File: config.mk
export PLATFORM = sky130hd
export DESIGN_NAME = traffic_light_monitor
export DESIGN_NICKNAME = d
export VERILOG_FILES = /design/src/rtl/traffic_light_monitor.sv
export SDC_FILE = /design/constraint.sdc
export NUM_CORES = 1
export LEC_CHECK = 0
export CORE_MARGIN = 2
export CORE_UTILIZATION = 55
export DETAILED_ROUTE_END_ITERATION = 7
export MAX_ROUTING_LAYER = met4
export PLACE_DENSITY_LB_ADDON = 0.05
export SYNTH_ARGS = -nofsm -noshare
export SYNTH_HDL_FRONTEND = slang
export SYNTH_SLANG_ARGS = --single-unit
File: constraint.sdc
create_clock -name clk -period 6.15 [get_ports clk]
set_clock_uncertainty 0.1 [all_clocks]
set_input_delay 1.845 -clock clk [delete_from_list [all_inputs] [get_ports clk]]
set_output_delay 1.845 -clock clk [all_outputs]
set_load 0.005 [all_outputs]
File: src/rtl/traffic_light_monitor.sv
// traffic_light_monitor: passive checker of a traffic light controller's lamp
// outputs. Tracks RED -> GREEN -> YELLOW -> RED, checks each phase's dwell
// against its programmed duration, latches the first fault cause and counts
// completed good cycles.
module traffic_light_monitor #(
  parameter int unsigned RED_TIME = 30,
  parameter int unsigned GRN_TIME = 30,
  parameter int unsigned YEL_TIME = 5,
  parameter int unsigned CNT_W    = 6
) (
  input  logic        clk,
  input  logic        reset,
  input  logic        red_in,
  input  logic        yel_in,
  input  logic        green_in,
  output logic        fault,
  output logic [2:0]  fault_code,
  output logic [1:0]  phase,
  output logic [15:0] cycles_ok
);

  typedef enum logic [2:0] {
    S_SYNC   = 3'd0,
    S_RED    = 3'd1,
    S_GREEN  = 3'd2,
    S_YELLOW = 3'd3,
    S_FAULT  = 3'd4
  } state_e;

  localparam logic [CNT_W-1:0] RED_T = CNT_W'(RED_TIME);
  localparam logic [CNT_W-1:0] GRN_T = CNT_W'(GRN_TIME);
  localparam logic [CNT_W-1:0] YEL_T = CNT_W'(YEL_TIME);

  // Lamp vector {red, yellow, green}
  localparam logic [2:0] LAMP_RED = 3'b100;
  localparam logic [2:0] LAMP_YEL = 3'b010;
  localparam logic [2:0] LAMP_GRN = 3'b001;

  localparam logic [2:0] C_NONE    = 3'd0;
  localparam logic [2:0] C_ILLEGAL = 3'd1;
  localparam logic [2:0] C_SEQ     = 3'd2;
  localparam logic [2:0] C_EARLY   = 3'd3;
  localparam logic [2:0] C_OVER    = 3'd4;

  localparam logic [15:0] CYC_MAX = 16'hFFFF;

  state_e           state_q, state_d;
  logic [CNT_W-1:0] dwell_q, dwell_d;
  logic             fault_q, fault_d;
  logic [2:0]       code_q, code_d;
  logic [1:0]       phase_q, phase_d;
  logic [15:0]      cycles_q, cycles_d;

  logic [2:0]       lamp;
  logic             one_hot;
  logic [2:0]       cur_lamp;
  logic [2:0]       nxt_lamp;
  logic [CNT_W-1:0] cur_t;
  state_e           nxt_state;

  assign lamp    = {red_in, yel_in, green_in};
  assign one_hot = (lamp == LAMP_RED) || (lamp == LAMP_YEL) || (lamp == LAMP_GRN);

  // Next-state: phase tracking, dwell checking, fault capture, cycle counting
  always_comb begin
    state_d   = state_q;
    dwell_d   = dwell_q;
    code_d    = code_q;
    cycles_d  = cycles_q;
    fault_d   = fault_q;
    phase_d   = 2'd0;
    cur_lamp  = 3'b000;
    nxt_lamp  = 3'b000;
    cur_t     = '0;
    nxt_state = S_FAULT;

    case (state_q)
      S_RED:    begin cur_lamp = LAMP_RED; nxt_lamp = LAMP_GRN; cur_t = RED_T; nxt_state = S_GREEN;  end
      S_GREEN:  begin cur_lamp = LAMP_GRN; nxt_lamp = LAMP_YEL; cur_t = GRN_T; nxt_state = S_YELLOW; end
      S_YELLOW: begin cur_lamp = LAMP_YEL; nxt_lamp = LAMP_RED; cur_t = YEL_T; nxt_state = S_RED;    end
      default:  ;
    endcase

    case (state_q)
      S_SYNC: begin
        if (lamp == LAMP_RED) begin
          state_d = S_RED;
          dwell_d = CNT_W'(1);
        end
      end
      S_RED, S_GREEN, S_YELLOW: begin
        if (!one_hot) begin
          state_d = S_FAULT;
          code_d  = C_ILLEGAL;
        end else if (lamp == cur_lamp) begin
          if (dwell_q == cur_t) begin
            state_d = S_FAULT;
            code_d  = C_OVER;
          end else begin
            dwell_d = dwell_q + CNT_W'(1);
          end
        end else if (lamp != nxt_lamp) begin
          state_d = S_FAULT;
          code_d  = C_SEQ;
        end else if (dwell_q < cur_t) begin
          state_d = S_FAULT;
          code_d  = C_EARLY;
        end else begin
          state_d = nxt_state;
          dwell_d = CNT_W'(1);
          if ((state_q == S_YELLOW) && (cycles_q != CYC_MAX)) begin
            cycles_d = cycles_q + 16'd1;
          end
        end
      end
      default: ;
    endcase

    fault_d = (state_d == S_FAULT);
    case (state_d)
      S_RED:    phase_d = 2'd1;
      S_GREEN:  phase_d = 2'd2;
      S_YELLOW: phase_d = 2'd3;
      default:  phase_d = 2'd0;
    endcase
  end

  // State and output registers, synchronous reset has priority
  always_ff @(posedge clk) begin
    if (reset) begin
      state_q  <= S_SYNC;
      dwell_q  <= '0;
      fault_q  <= 1'b0;
      code_q   <= C_NONE;
      phase_q  <= 2'd0;
      cycles_q <= 16'd0;
    end else begin
      state_q  <= state_d;
      dwell_q  <= dwell_d;
      fault_q  <= fault_d;
      code_q   <= code_d;
      phase_q  <= phase_d;
      cycles_q <= cycles_d;
    end
  end

  assign fault      = fault_q;
  assign fault_code = code_q;
  assign phase      = phase_q;
  assign cycles_ok  = cycles_q;

endmodule

==> results.md, run 1 <==
* Run status: completed
* YS warnings at 0
* # IOs at 27
* CTS Buf Count at 5
* Util after Layout at 67.8%
* Crit path max fanout at 12
* Ys flop type: dfxtp_1
* Clock Path Buffers at 2
* Worst vdd ir at 0.0969 mV
* Share of layout cells above drive strength 1 at 7.86%
* Pwr dens at 163 mW/mm^2
* Synth top area cells: dfxtp_1 35%, xnor2_1 5.9%, ha_1 4.9%
* Synthesized flop and latch total at 31
* Fillers at 279
* Post-cts resize count at 0
* Vias in the first global route at 1450
* Post-route ant nets at 0
* Most frequent cells in the layout: 31 x dfxtp_1, 26 x clkdlybuf4s50_1, 21 x nor2_1
* # rows at 20
* Area Overhead vs Synth at 16.3%
* Die extent in x at 61.1 um
* Setup CP Type: input pin to flop
* Syn Area/Cell at 8.54 sq um
* Initial antenna violation count at 0
* RSZ-0062 raised after global routing: no
* R2R Setup Slk at 2730 ps
* Max-slew violations at 0
* Clock sinks at 31
* Sequential share of the synthesized area at 34.6%
* Core ar. at 0.00308 sq mm
* Initial core utilization at 58.3%
* GR Overflow Total at 0
* Critical Path RT at 6290 ps
* Min-delay src: fault_code[1]$_SDFFE_PP0P_
* Hold/Removal Path Class: flop to flop
* Worst EP arrival at 4500 ps
* Vias at 1597
* GPL Wtd Cong at 0.846
* Net Count, Synth at 222
* Reg2reg end: cycles_ok[11]$_SDFFE_PP0P_
* Share of the synthesized area in the top cell type at 34.6%
* Routed WL at 3930 um
* Fraction of registers with async set/reset at 0%
* Half-perimeter wire length after placement at 2870 um
* Worst r2r path cells at 10
* Slew HR at 43.3%
* CTS tree: built
* Clock Latency Late Sink at 320 ps
* Netlist cell types at 55
* GR Util All Layers at 23.4%
* Top cell type by total area after synthesis: dfxtp_1
* Setup WS pre-CTS at 1490 ps
* Nets at 242
* Hold Path Stages at 2
* Endpoint, Worst Hold: fault_code[1]$_SDFFE_PP0P_
* Clk slew on worst S/H paths at 90 ps
* Final worst slack at 1790 ps
* Die area at 0.00373 sq mm
* Final setup vio count at 0
* Worst slew pin tran at 848 ps
* Fmax at 0.229 GHz
* H-tree lvl count at 2
* Antenna diode count at 0
* I/O Buffers at 26
* Number of flops mapped to enable cells by yosys at 0
* Die Ht at 61.1 um
* Tcrit/Tclk final at 70.9%
* DR DRC count at 0
* DRT iter0 DRCs at 105
* CTS root buf: clkbuf_4
* Crit start category: input pin
* FF-to-FF Start: state_q[1]$_SDFF_PP0_
* Drt wl/cell at 14.4 um
* Cts-stage hold buffer count at 0
* Largest net degree at the start of global routing at 25
* Final setup TNS at 0 ps
* Crit path capture type: flop
* Max-cap viol count at 0
* Syn Inst Count at 210
* First-pass DRT Iterations at 4
* Most common cell after layout, fill and taps aside: dfxtp_1
* Post-Syn Area at 0.00179 sq mm
* First-pass GRT wire length at 6330 um
* Post-CTS Setup Repair Bufs at 0
* Final hold violations at 0
* Pleak at 0.701 nW
* Vias per cell at 5.85
* Min Tclk post-route at 4360 ps
## routing by layer
metal | track usage (%) | up-vias | wire, um
met5 | - | - | 0
met4 | 8.39 | 0 | 67
li1 | - | 790 | -
met3 | 6.09 | 11 | 175
met1 | 27.2 | 759 | 1770
met2 | 38.8 | 37 | 1920
## final cells by class
class | count | area, sq um | share of cell area [%]
Sequential cell | 31 | 621 | 29.8
Timing Repair Buffer | 26 | 260 | 12.5
Inverter | 6 | 22.5 | 1.08
Clock buffer | 6 | 41.3 | 1.98
Multi-Input combinational cell | 160 | 1090 | 52.1
Tap cell | 44 | 55.1 | 2.64
## Yosys cell counts, drive strengths merged, types with 2 or more instances
cell type	instances
dfxtp	31
nor2	21
nand3	13
nor3	12
xnor2	12
nand2	10
a21oi	8
buf	7
ha	7
o21ai	7
and3	6
clkbuf	6
inv	6
a211oi	5
and2	5
nor3b	5
mux2i	3
nand2b	3
nor2b	3
or3	3
xor2	3
a211o	2
a31oi	2
nand3b	2
nand4	2
nor4	2
o31ai	2
or2	2
or3b	2
or4	2
## cells by family (layout without fill, tap and decap cells)
group / count (synthesis) / in the layout / synth area share [%]
and+or+nand+nor: 97 / 97 / 31.1
AOI/OAI and AO/OA: 37 / 37 / 15.0
DFF: 31 / 31 / 34.6
buffers and inverters: 19 / 38 / 4.81
xor gates and xnor gates: 15 / 15 / 7.33
adders and majority gates: 7 / 7 / 4.88
muxes: 4 / 4 / 2.30
## critical path, cell delays in order
cell and delay [ps]:
clkdlybuf4s50_1 610, nor3b_1 220, o21ai_1 80, o211ai_1 300
nand2_1 340, or2_1 430, or4_1 510, a21oi_1 150
## power by group
part | internal, mW | switching [mW] | total [mW]
clock | 0.0406 | 0.0634 | 0.104
combinational | 0.0133 | 0.0171 | 0.0304
sequential | 0.203 | 0.00316 | 0.206
total | 0.257 | 0.0836 | 0.340
## sequential cells by signal (all words and copies together), names as in the netlist
| register | cells |
|---|---|
| state_q | 3 |
| cycles_ok | 16 |
| fault | 1 |
| fault_code | 3 |
| dwell_q | 6 |
| phase | 2 |
## stage by stage
stage | cells | power [mW] | hold WS [ps] | cell area, sq um
6_report | 273 | 0.340 | 365 | 2090
5_1_grt | 273 | 0.359 | 401 | 2090
4_1_cts | 273 | 0.345 | 370 | 2090
3_5_place_dp | 267 | 0.241 | 357 | 2040
3_3_place_gp | 267 | 0.240 | 351 | 2040
2_1_floorplan | 210 | 0.231 | 348 | 1790
## worst max path at each step
stage,depth (start not counted),end,slack (ps),start
finish,8,cycles_ok[11]$_SDFFE_PP0P_,1790,green_in
global route,8,cycles_ok[15]$_SDFFE_PP0P_,1600,green_in
CTS,8,cycles_ok[11]$_SDFFE_PP0P_,1820,green_in
detailed placement,8,cycles_ok[11]$_SDFFE_PP0P_,1490,green_in
global placement,8,cycles_ok[11]$_SDFFE_PP0P_,1550,green_in
floorplan,8,dwell_q[3]$_SDFFE_PP0P_,2290,yel_in
(Power assumes the default switching activity.)
==> run 2, diff against run 1 <==
CORE_UTILIZATION = 53   (was 55)
clock period = 4.2 ns   (was 6.15 ns; I/O delays follow)
==> run 2 against run 1 <==
Register-to-register slack lost 1700 ps. Total power grew 50%. Non-clock buffer count grew 3.
==> results.md, run 2 (synthesis gave the netlist of run 1 again) <==
* Share of layout cells above drive strength 1 at 10.3% (was 7.86%)
* Hold Slack at 385 ps (was 365 ps)
* Crit path capture type: flop (unchanged)
* H-tree lvl count at 2 (unchanged)
* Max-cap viol count at 0 (unchanged)
* First-pass DRT Iterations at 4 (unchanged)
* Most common cell after layout, fill and taps aside: dfxtp_1 (unchanged)
* Worst slew pin tran at 726 ps (was 848 ps)
* Tcrit/Tclk final at 86.3%
* Final setup vio count at 0 (unchanged)
* Fmax at 0.276 GHz
* Post-route ant nets at 0 (unchanged)
* Max incr delay on CP at 620 ps (was 610 ps)
* Hold/Removal Path Class: flop to flop (unchanged)
* Placed cells at 272 (was 267)
* GR Util All Layers at 22.7% (was 23.4%)
* Routed WL at 3960 um (was 3930 um)
* Critical Path RT at 4320 ps (was 6290 ps)
* Worst vdd ir at 0.167 mV (was 0.0969 mV)
* Final Cell Area at 0.00212 sq mm (was 0.00209 sq mm)
* Die area at 0.00386 sq mm (was 0.00373 sq mm)
* Pleak at 0.725 nW (was 0.701 nW)
* CP Cell Sequence: clkdlybuf4s50_1 -> nor3b_1 -> o21ai_1 -> o211ai_1 -> nand2_1 -> buf_4 -> nor3_1 -> a21oi_1 -> a31o_2 (was clkdlybuf4s50_1 -> nor3b_1 -> o21ai_1 -> o211ai_1 -> nand2_1 -> or2_1 -> or4_1 -> a21oi_1)
* Setup CP Type: input pin to flop (unchanged)
* # IOs at 27 (unchanged)
* Vias at 1588 (was 1597)
* Nets at 245 (was 242)
* Crit path buf inv count at 2 (was 1)
* Half-perimeter wire length after placement at 2860 um (was 2870 um)
* Initial antenna violation count at 0 (unchanged)
* CTS tree: built (unchanged)
* Slew HR at 51.6% (was 43.3%)
* Min Tclk post-route at 3620 ps
* Clock Latency Late Sink at 330 ps (was 320 ps)
* Worst EP arrival at 3740 ps (was 4500 ps)
* CTS root buf: clkbuf_4 (unchanged)
* Largest delay share family, worst path: compound AO/OA/AOI/OAI gates (was simple AND/OR/NAND/NOR gates)
* Area Overhead vs Synth at 18.4% (was 16.3%)
* Most frequent cells in the layout: 31 x dfxtp_1, 26 x clkdlybuf4s50_1, 21 x nor2_1 (unchanged)
* Fillers at 285 (was 279)
* Die extent in x at 62.2 um (was 61.1 um)
* I/O Buffers at 26 (unchanged)
* Run status: completed (unchanged)
* Final setup TNS at 0 ps (unchanged)
* Max-slew violations at 0 (unchanged)
* DRT iter0 DRCs at 139 (was 105)
* Vias per cell at 5.67 (was 5.85)
* GR Overflow Total at 0 (unchanged)
* Clk slew on worst S/H paths at 90 ps (about the same)
* Vias in the first global route at 1542 (was 1450)
* # rows at 21 (was 20)
* Final hold violations at 0 (unchanged)
* Total power at 511 uW (was 340 uW)
* Pwr dens at 241 mW/mm^2 (was 163 mW/mm^2)
* Die Ht at 62.2 um (was 61.1 um)
* Largest register FFs at 16 (unchanged)
* DP Area at 0.00207 sq mm (was 0.00204 sq mm)
* Post-CTS Setup Repair Bufs at 0 (unchanged)
* Crit path max fanout at 11 (was 12)
* CTS Buf Count at 5 (unchanged)
* First-pass GRT wire length at 6930 um (was 6330 um)
* Initial core utilization at 54.6% (was 58.3%)
* Clock sinks at 31 (unchanged)
* Non-Filler Instances at 280 (was 273)
* RSZ-0062 raised after global routing: no (unchanged)
* DR DRC count at 0 (unchanged)
* Core ar. at 0.00328 sq mm (was 0.00308 sq mm)
* Slowest CP cell: clkdlybuf4s50_1 (unchanged)
* Largest net degree at the start of global routing at 25 (unchanged)
* Clock Path Buffers at 2 (unchanged)
* GPL Wtd Cong at 0.888 (was 0.846)
* Cts-stage hold buffer count at 0 (unchanged)
* Post-cts resize count at 0 (unchanged)
* Drt wl/cell at 14.2 um (was 14.4 um)
* Crit start category: input pin (unchanged)
* Antenna diode count at 0 (unchanged)
run 2: changes by cell type in the layout (fill, tap and decap cells not counted):
cell / change
buf_4: +3
clkbuf_1: -1
clkinv_2: +3
run 2: final cells by class:
type                       instances  area [sq um]  share of cell area (%)
clock buffer                       5          37.5                    1.77
multi-input combinational        160          1090                    51.2
clock inverter                     3          15.0                   0.708
tap                               46          57.6                    2.71
inverter                           6          22.5                    1.06
timing repair buffer              29           283                    13.3
sequential                        31           621                    29.2
run 2: worst min-delay path, cell delays in order, from the launching register on:
cell and delay (ps):
dfxtp_1 320, inv_1 50, a221oi_1 60
run 2: per-layer routing:
| metal | vias up | GRT usage [%] | routed length, um |
|---|---|---|---|
| met4 | 0 | 6.39 | 48 |
| li1 | 798 | - | - |
| met1 | 748 | 26.5 | 1730 |
| met5 | - | - | 0 |
| met3 | 6 | 5.43 | 128 |
| met2 | 36 | 39.3 | 2060 |
run 2: worst paths after layout:
kind                                              endpoint                  startpoint  depth (start not counted)  slack [ps]
worst max-delay path            cycles_ok[13]$_SDFFE_PP0P_                    green_in                          9         580
worst min-delay path            fault_code[2]$_SDFFE_PP0P_  fault_code[2]$_SDFFE_PP0P_                          2         390
worst min register to register  fault_code[2]$_SDFFE_PP0P_  fault_code[2]$_SDFFE_PP0P_                          2         390
worst max register to register  cycles_ok[13]$_SDFFE_PP0P_       state_q[1]$_SDFF_PP0_                         11        1020
run 2: where the power goes:
group	switching [mW]	internal [mW]	total [mW]
logic	0.0255	0.0213	0.0468
registers	0.00478	0.297	0.302
clock network	0.100	0.0622	0.162
total	0.131	0.381	0.511
run 2: per-stage QoR:
step                      setup WS, ps  utilization, %
final                              575            64.6
after global routing               438            64.6
after CTS                          641            64.6
after detailed placement           296            63.0
after global placement             363            63.0
after floorplan                    929               -
==> run 3, diff against run 2 <==
ABC_AREA = 1   (was not set)
CORE_UTILIZATION = 55   (was 53)
PLACE_DENSITY_LB_ADDON = 0.08   (was 0.05)
==> run 3 against run 2 <==
Register-to-register slack better by 450 ps. Largest power group unchanged. Design area increased by 16%. Count of clock-buffer cells in the layout rose by 3. Die area up 10%. Utilization up 3.1 points.
==> results.md, run 3 <==
* Post-CTS Setup Repair Bufs at 0 (unchanged)
* Final hold violations at 0 (unchanged)
* Top cell type by total area after synthesis: dfxtp_1 (unchanged)
* Fmax at 0.347 GHz (was 0.276 GHz)
* Die extent in x at 65.3 um (was 62.2 um)
* Reg2reg end: cycles_ok[12]$_SDFFE_PP0P_ (was cycles_ok[13]$_SDFFE_PP0P_)
* H-tree lvl count at 2 (unchanged)
* Post-cts resize count at 0 (unchanged)
* Share of layout cells above drive strength 1 at 12.5% (was 10.3%)
* Die Ht at 65.3 um (was 62.2 um)
* Hold/Removal Path Class: flop to flop (unchanged)
* Drt wl/cell at 11.6 um (was 14.2 um)
* Final setup TNS at 0 ps (unchanged)
* Sequential share of the synthesized area at 30.1% (was 34.6%)
* Number of flops mapped to enable cells by yosys at 0 (unchanged)
* Vias at 1982 (was 1588)
* Die area at 0.00426 sq mm (was 0.00386 sq mm)
* Clk slew on worst S/H paths at 70 ps (was 90 ps)
* Met3 Use GR at 4.79% (was 5.43%)
* Share of the synthesized area in the top cell type at 30.1% (was 34.6%)
* Fillers at 363 (was 285)
* CTS root buf: clkbuf_8 (was clkbuf_4)
* Core ar. at 0.00363 sq mm (was 0.00328 sq mm)
* GR Util All Layers at 24.1% (was 22.7%)
* Crit path capture type: flop (unchanged)
* Min-delay src: fault_code[2]$_SDFFE_PP0P_ (unchanged)
* Ys flop type: dfxtp_1 (unchanged)
* Pwr dens at 249 mW/mm^2 (was 241 mW/mm^2)
* Tcrit/Tclk final at 68.6% (was 86.3%)
* Final setup vio count at 0 (unchanged)
* Largest register FFs at 16 (unchanged)
* DR DRC count at 0 (unchanged)
* Synth top area cells: dfxtp_1 30%, nand2_1 17%, nor2_1 7.5% (was dfxtp_1 35%, xnor2_1 5.9%, ha_1 4.9%)
* Half-perimeter wire length after placement at 3370 um (was 2860 um)
* Hold Path Stages at 2 (unchanged)
* Setup WS pre-CTS at 1030 ps (was 296 ps)
* Slew HR at 75.2% (was 51.6%)
* CTS Buf Count at 5 (unchanged)
* Post-route ant nets at 0 (unchanged)
* GPL Wtd Cong at 0.960 (was 0.888)
* Clock Latency Late Sink at 280 ps (was 330 ps)
* DRT iter0 DRCs at 138 (was 139)
* Met1 Track Usage GR at 28.8% (was 26.5%)
* Max-slew violations at 0 (unchanged)
* Most common cell after layout, fill and taps aside: nand2_1 (was dfxtp_1)
* RSZ-0062 raised after global routing: no (unchanged)
* Worst EP arrival at 2960 ps (was 3740 ps)
* Synthesized flop and latch total at 31 (unchanged)
* Netlist cell types at 27 (was 55)
* Nets at 356 (was 245)
* M2 GR Usage at 40.9% (was 39.3%)
* Worst slew pin tran at 371 ps (was 726 ps)
* Most frequent cells in the layout: 94 x nand2_1, 41 x nor2_1, 31 x dfxtp_1 (was 31 x dfxtp_1, 26 x clkdlybuf4s50_1, 21 x nor2_1)
* Crit start category: input pin (unchanged)
* DP Area at 0.00236 sq mm (was 0.00207 sq mm)
* Final Cell Area at 0.00246 sq mm (was 0.00212 sq mm)
* Run status: completed (unchanged)
* Clock sinks at 31 (unchanged)
* Crit path max fanout at 17 (was 11)
* Worst r2r path cells at 18 (was 11)
* FF-to-FF Start: state_q[2]$_SDFF_PP0_ (was state_q[1]$_SDFF_PP0_)
* Routed WL at 4550 um (was 3960 um)
* Syn Area/Cell at 6.55 sq um (was 8.54 sq um)
* Pleak at 1.04 nW (was 0.725 nW)
* YS warnings at 0 (unchanged)
* Initial antenna violation count at 0 (unchanged)
* Syn Inst Count at 315 (was 210)
* Fraction of registers with async set/reset at 0% (unchanged)
* GRT busiest layer: met2 (unchanged)
* GR Overflow Total at 0 (unchanged)
* Worst vdd ir at 0.199 mV (was 0.167 mV)
* Antenna diode count at 0 (unchanged)
* Setup CP Type: input pin to flop (unchanged)
* Endpoint, Worst Hold: fault_code[2]$_SDFFE_PP0P_ (unchanged)
* Cts-stage hold buffer count at 0 (unchanged)
* Clock Path Buffers at 2 (unchanged)
* Area Overhead vs Synth at 19.1% (was 18.4%)
* CTS tree: built (unchanged)
* Library cell with the highest instance count after synthesis: nand2_1 (was dfxtp_1)
* Vias in the first global route at 1862 (was 1542)
* Final worst slack at 1320 ps (was 575 ps)
* I/O Buffers at 26 (unchanged)
* Net Count, Synth at 327 (was 222)
* Initial core utilization at 56.8% (was 54.6%)
* R2R Setup Slk at 1470 ps (was 1020 ps)
* First-pass DRT Iterations at 4 (unchanged)
* # IOs at 27 (unchanged)
* Critical Path RT at 4280 ps (was 4320 ps)
* # rows at 22 (was 21)
* Min Tclk post-route at 2880 ps (was 3620 ps)
* Post-Syn Area at 0.00206 sq mm (was 0.00179 sq mm)
* Largest net degree at the start of global routing at 22 (was 25)
* Vias per cell at 5.04 (was 5.67)
* List of most frequent post-synthesis cells: 94 x nand2_1, 41 x nor2_1, 31 x dfxtp_1, 30 x inv_1, 24 x nand3_1 (was 31 x dfxtp_1, 21 x nor2_1, 13 x nand3_1, 12 x nor3_1, 12 x xnor2_1)
* First-pass GRT wire length at 7980 um (was 6930 um)
* Max-cap viol count at 0 (unchanged)
## run 3: layer usage
| metal | part of all wire, % | vias to the layer above |
|---|---|---|
| met4 | 1.9 | 0 |
| met1 | 46 | 888 |
| li1 | - | 1048 |
| met3 | 3.9 | 9 |
| met2 | 48 | 37 |
| met5 | 0 | - |
## run 3: area by class of cell
type	count	area [sq um]	share of cell area, %
well taps	48	60.1	2.44
inverters	36	138	5.60
flip-flops and latches	31	621	25.2
clock buffers	8	100	4.07
repair buffers	27	268	10.9
multi-input cells	243	1270	51.8
## run 3: worst max-delay path, stage by stage
cell and delay, ps:
clkdlybuf4s50_1 520, inv_1 110, xor2_2 200, nor2_4 140
nand2_2 90, inv_2 70, nand2_4 130, inv_4 220
nand3_1 100, nand2_1 70, nor2_1 40
## run 3: worst max path at each step
stage                                             to    from  depth (start not counted)
after global routing      cycles_ok[12]$_SDFFE_PP0P_  yel_in                         13
after global placement    cycles_ok[12]$_SDFFE_PP0P_  red_in                         11
after detailed placement  cycles_ok[12]$_SDFFE_PP0P_  red_in                         11
after floorplan           cycles_ok[11]$_SDFFE_PP0P_  red_in                         10
final                     cycles_ok[12]$_SDFFE_PP0P_  red_in                         11
after CTS                 cycles_ok[12]$_SDFFE_PP0P_  red_in                         11
## run 3: report_power, final
group	total, mW	internal (mW)	switching (mW)
clock network	0.257	0.149	0.108
logic	0.0543	0.0198	0.0345
registers	0.302	0.298	0.00435
total	0.613	0.467	0.146
## run 3: logic make-up after synthesis
family,share of synthesized area [%]
AOI/OAI and AO/OA,8.73
xor gates and xnor gates,8.00
adders and majority gates,4.24
buffers and inverters,8.30
DFF,30.1
and+or+nand+nor,40.7
## run 3: stage by stage
| stage | std cells | hold WS, ps | utilization, % | total power, mW |
|---|---|---|---|---|
| floorplan | 315 | 365 | - | 0.344 |
| global placement | 385 | 373 | 64.9 | 0.362 |
| detailed placement | 385 | 379 | 64.9 | 0.363 |
| CTS | 393 | 397 | 67.7 | 0.621 |
| global route | 393 | 413 | 67.7 | 0.639 |
| finish | 393 | 397 | 67.7 | 0.613 |
==> patch 1, RTL diff (settings of run 2) <==
Re-encode `state_e` (5 states) as one-hot, 5 bits wide.
--- a/src/rtl/traffic_light_monitor.sv
+++ b/src/rtl/traffic_light_monitor.sv
@@ -21,8 +21,8 @@
 
-  typedef enum logic [2:0] {
-    S_SYNC   = 3'd0,
-    S_RED    = 3'd1,
-    S_GREEN  = 3'd2,
-    S_YELLOW = 3'd3,
-    S_FAULT  = 3'd4
+  typedef enum logic [4:0] {
+    S_SYNC   = 5'b00001,
+    S_RED    = 5'b00010,
+    S_GREEN  = 5'b00100,
+    S_YELLOW = 5'b01000,
+    S_FAULT  = 5'b10000
   } state_e;
Behaviour: no difference found for any inputs over 10 cycles, from zero or initial values and one cycle with reset high; not proved beyond that.
==> patch 1 against run 2 <==
Non-clock buffer count is 2 lower. Synthesized cell count is 0.48% higher. Total power grew 19%. Sequential cell count is 2 higher. Hold slack improved by 0.011 ns. Synthesized area up 1.5%. Cell area up 3.4%. Worst setup slack gained 0.33 ns. Combinational power down 24%. Count of clock-buffer cells in the layout is 2 higher. Maximum frequency up 9.9%. Routed wire length rose by 0.18%. Critical endpoint unchanged. Highest routed layer unchanged.
==> patch 1: results (changes against run 2) <==
* DRT Wirelength at 3970 um (+0.18%)
* Global-route wire length before repair at 7040 um (+1.5%)
* FF-to-FF setup slack at 1.05 ns (+0.03 ns)
* Inst Count DP at 278 (+2.2%)
* I/O Buffers at 26 (unchanged)
* DR vias at 1,601 (+0.82%)
* Largest net degree at the start of global routing at 18 (-28%)
* Post-synthesis cell count at 211 (+0.48%)
* CTS H-Tree Depth at 2 (unchanged)
* Share of cells above drive strength 1 at 8.75% (-1.5 points)
* Skew-Pair Late Insertion Delay at 0.35 ns (+0.02 ns)
* Post-synthesis mux area share at 0.550% (-1.8 points)
* GP Congestion at 0.872 (-1.8%)
* Cts repair resizes at 0 (unchanged)
* Nets at 251 (+2.4%)
* Pins Over Slew Limit at 0 (unchanged)
* Max-Slew Margin vs Limit at 56.5% (+4.9 points)
* # fillers at 311 (+9.1%)
* YS warnings at 0 (unchanged)
* Top post-synthesis cells by area: dfxtp_1, nor2_1, xor2_1, ha_1, nand3_1
* Seq/Total Area, Yosys at 36.3% (+1.7 points)
* Worst VDD drop at 0.000229 V (+37%)
* Pint at 0.000472 W (+24%)
* DP HPWL at 2950 um (+3.1%)
* Max clock buf depth at 2 (unchanged)
* WL/cell at 13.9 um (-1.9%)
* CP arrival at 3.44 ns (-0.30 ns)
* CP peak stage delay at about 0.63 ns
* XOR/XNOR Fraction of Synth Area at 8.18% (+0.86 points)
* Clock edge transition at the registers on the reported setup and hold paths at 0.10 ns
* Top FF cell, synth: dfxtp_1
* Max Cap Viol at 0 (unchanged)
* Status: complete, no violations
* Max Fanout on Critical Path at 9 (-2)
* Number of flip-flops under the largest register name at 16 (unchanged)
* CP top delay family: simple AND/OR/NAND/NOR gates
* Main combinational cell family by area after synthesis: simple AND/OR/NAND/NOR gates
* HP Class: register to register
* Root Driver: clkbuf_4
* Syn Nets at 223 (+0.45%)
* Synth Area in Compound Gates at 14.7% (-0.29 points)
* Lkg Pwr at 0.864 nW (+19%)
* Total GRT Usage at 23.1% (+0.40 points)
* Initial antenna violation count at 0 (unchanged)
* # diodes at 0 (unchanged)
* Commonest cells post-synth: nor2_1, dfxtp_1, xor2_1
* Post-CTS Setup Inserts at 0 (unchanged)
* Synth Area in Adders at 4.81% (-0.071 points)
* DRT iter0 DRCs at 93 (-33%)
* Cell variety after synth at 51 (-7.3%)
==> patch 1: worst paths after layout <==
kind / from / end / depth (start not counted)
hold reg to reg: fault_code[1] / fault_code[1] / 2
setup / recovery: yel_in / cycles_ok[13] / 8
setup reg to reg: state_q[1] / phase[1] / 12
hold / removal: fault_code[1] / fault_code[1] / 2
==> patch 1: per-stage QoR <==
step	setup WS, ns	instance area [um^2]	hold slack (ns)	power [W]
3_5_place_dp	0.537	2110	0.381	0.000362
5_1_grt	0.717	2190	0.448	0.000631
6_report	0.902	2190	0.396	0.000607
3_3_place_gp	0.589	2110	0.376	0.000361
4_1_cts	0.912	2190	0.401	0.000613
2_1_floorplan	1.23	1820	0.383	0.000350
==> patch 1: power groups by stage <==
stage               combinational, W  sequential, W  clock (W)
floorplan                  0.0000258       0.000325          0
global placement           0.0000350       0.000326          0
detailed placement         0.0000359       0.000326          0
CTS                        0.0000360       0.000319   0.000257
global route               0.0000402       0.000320   0.000271
finish                     0.0000357       0.000319   0.000252
==> patch 1: layout make-up <==
cell class	count	area [um^2]	share of cell area (%)
Timing Repair Buffer	27	268	12.2
Multi-Input combinational cell	168	1110	50.5
Sequential cell	33	661	30.1
Clock inverter	1	30.0	1.37
Clock buffer	7	55.1	2.51
Inverter	4	15.0	0.684
Tap cell	46	57.6	2.62
==> patch 1: metal layers <==
metal / vias up / global-route usage (%) / part of all wire [%]
li1: 804 / - / -
met1: 748 / 26.9 / 46
met2: 38 / 38.4 / 47
met3: 11 / 5.95 / 4.4
met4: 0 / 8.89 / 2.4
met5: - / - / 0
==> patch 1: worst min-delay path, delay by kind of cell, from the launching register on <==
kind          cells  cell delay (ns)
flops             1             0.32
simple gates      2             0.14
==> patch 2, RTL diff (settings of run 2) <==
Without the edit above. The parameter `CNT_W` goes from 6 to 12.
--- a/src/rtl/traffic_light_monitor.sv
+++ b/src/rtl/traffic_light_monitor.sv
@@ -8,3 +8,3 @@
   parameter int unsigned YEL_TIME = 5,
-  parameter int unsigned CNT_W    = 6
+  parameter int unsigned CNT_W    = 12
 ) (
Formal check against the unedited RTL: no difference found for any inputs over 10 cycles, from zero or initial values and one cycle with reset high; that may be too few to reach the edited logic, so the function may still have changed.
==> patch 2 against run 2 <==
Critical path depth decreased by 2. Cell area up 23%. Synthesized area rose by 27%. Clock power increased by 51%. Count of clock-buffer cells in the layout is 1 higher. Worst setup slack improved by 0.24 ns. Routed wire length rose by 21%. Total power is 28% higher. Sequential cell count up 6. Sequential power is 18% higher. Largest power group unchanged.
==> patch 2: results (changes against run 2) <==
* Vias in the first global route at 1,838 (+19%)
* # fillers at 370 (+30%)
* Root Driver: clkbuf_8
* Largest net degree at the start of global routing at 24 (-4.0%)
* Total GRT Usage at 21.6% (-1.1 points)
* Critical Path Source: yel_in
* CP top delay family: simple AND/OR/NAND/NOR gates
* WL/cell at 14.3 um (+0.77%)
* Max Fanout on Critical Path at 10 (-1)
* Slowest cell on crit path: clkdlybuf4s50_1
* Skew-Pair Late Insertion Delay at 0.29 ns (-0.04 ns)
* Syn Nets at 275 (+24%)
* Via density at 5.89 (+3.9%)
* Pre-antenna DRT Iters at 4 (unchanged)
* Share of cells above drive strength 1 at 12.9% (+2.7 points)
* DRT iter0 DRCs at 151 (+8.6%)
* Global-route wire length before repair at 8380 um (+21%)
* Top FF cell, synth: dfxtp_1
* RR Startpoint: state_q[0]
* # diodes at 0 (unchanged)
* Top post-synthesis cells by area: dfxtp_1, nor2_1, xor2_1, ha_1, nand3_1
* Worst Min Path Start: fault_code[2]
* Final setup vio count at 0 (unchanged)
* Measured slew at the worst slew-check pin at 0.831 ns (+0.105 ns)
* YS warnings at 0 (unchanged)
* Asr flop ratio synth at 0% (unchanged)
* Worst VDD drop at 0.000216 V (+29%)
* DP HPWL at 3460 um (+21%)
* Cell variety after synth at 65 (+18%)
* Status: complete, no violations
* GP Congestion at 0.848 (-4.5%)
* I/O Buffers at 26 (unchanged)
* Max Clock Freq at 296 MHz (+7.2%)
* Pint at 0.000492 W (+29%)
* Commonest non-fill, non-tap cell in the layout: dfxtp_1
* Seq/Total Area, Yosys at 32.7% (-2.0 points)
* HP Class: register to register
* Commonest cells post-synth: dfxtp_1, nor2_1, nand2_1
* Lkg Pwr at 0.986 nW (+36%)
* Clock buffer count from CTS at 5 (unchanged)
* Post-CTS Setup Inserts at 0 (unchanged)
* Cts repair resizes at 0 (unchanged)
* Initial antenna violation count at 0 (unchanged)
* Clock edge transition at the registers on the reported setup and hold paths at ~0.08 ns
* Number of flip-flops under the largest register name at 16 (unchanged)
* CTS H-Tree Depth at 2 (unchanged)
* Max clock buf depth at 2 (unchanged)
* CP peak stage delay at 0.66 ns (+0.04 ns)
* CP arrival at 3.50 ns (-0.24 ns)
* Nets at 297 (+21%)
[patch 2: cell types whose count changed after synthesis, sizes merged, moves of 6 or more]
cell	delta
nor2	+13
dfxtp	+6
xnor2	-10
o21ai	+10
xor2	+9
nand4	+7
o31ai	+6
nand2	+7
[patch 2: final cells by class]
class                   count  area, um^2  area share (%)
multi-input cells         206        1420            54.4
flip-flops and latches     37         741            28.4
repair buffers             28         275            10.6
clock buffers               6        72.6            2.78
well taps                  50        62.6            2.40
inverters                   7        26.3            1.01
clock inverters             2        10.0           0.384
[patch 2: per-layer routing]
metal | track usage (%) | part of all wire [%]
met1 | 28.9 | 50
met2 | 32.7 | 44
met3 | 4.51 | 4.6
met4 | 6.97 | 1.2
met5 | - | 0
[patch 2: cell families (layout without fill, tap and decap cells)]
kind of cell / after synthesis / in the layout / share of synthesized area (%)
and+or+nand+nor: 126 / 126 / 32.3
AOI/OAI and AO/OA: 58 / 58 / 20.6
DFF: 37 / 37 / 32.7
buffers and inverters: 20 / 43 / 4.80
xor gates and xnor gates: 14 / 14 / 5.41
adders and majority gates: 7 / 7 / 3.86
muxes: 1 / 1 / 0.441
[patch 2: worst reg2reg max path, cell delays in order, from the launching register on]
cell	delay (ns)
dfxtp_1	0.63
nand2b_1	0.24
a21o_1	0.26
ha_1	0.35
and4b_1	0.30
o211ai_2	0.17
a221oi_2	0.45
nand2_1	0.20
or3_1	0.37
a21oi_1	0.14
[patch 2: stage by stage]
stage	hold slack (ns)	setup slack, ns	instances	util (%)	instance area (um^2)
2_1_floorplan	0.341	1.25	263	-	2270
3_3_place_gp	0.340	0.587	328	62.2	2520
3_5_place_dp	0.348	0.495	328	62.2	2520
4_1_cts	0.358	0.808	336	64.2	2610
5_1_grt	0.394	0.631	336	64.2	2610
6_report	0.356	0.817	336	64.2	2610
[patch 2: final timing paths]
check        cells after the start       endpoint  slack [ns]
max                              7   cycles_ok[4]        0.82
min                              2  fault_code[2]        0.36
max reg2reg                      9   cycles_ok[4]        0.92
min reg2reg                      2  fault_code[2]        0.36
[patch 2: power groups by stage]
stage                     logic (W)  clock network [W]  registers, W
after floorplan           0.0000417                  0      0.000364
after global placement    0.0000544                  0      0.000365
after detailed placement  0.0000551                  0      0.000366
after CTS                 0.0000552           0.000250      0.000357
after global routing      0.0000607           0.000264      0.000358
final                     0.0000552           0.000244      0.000357
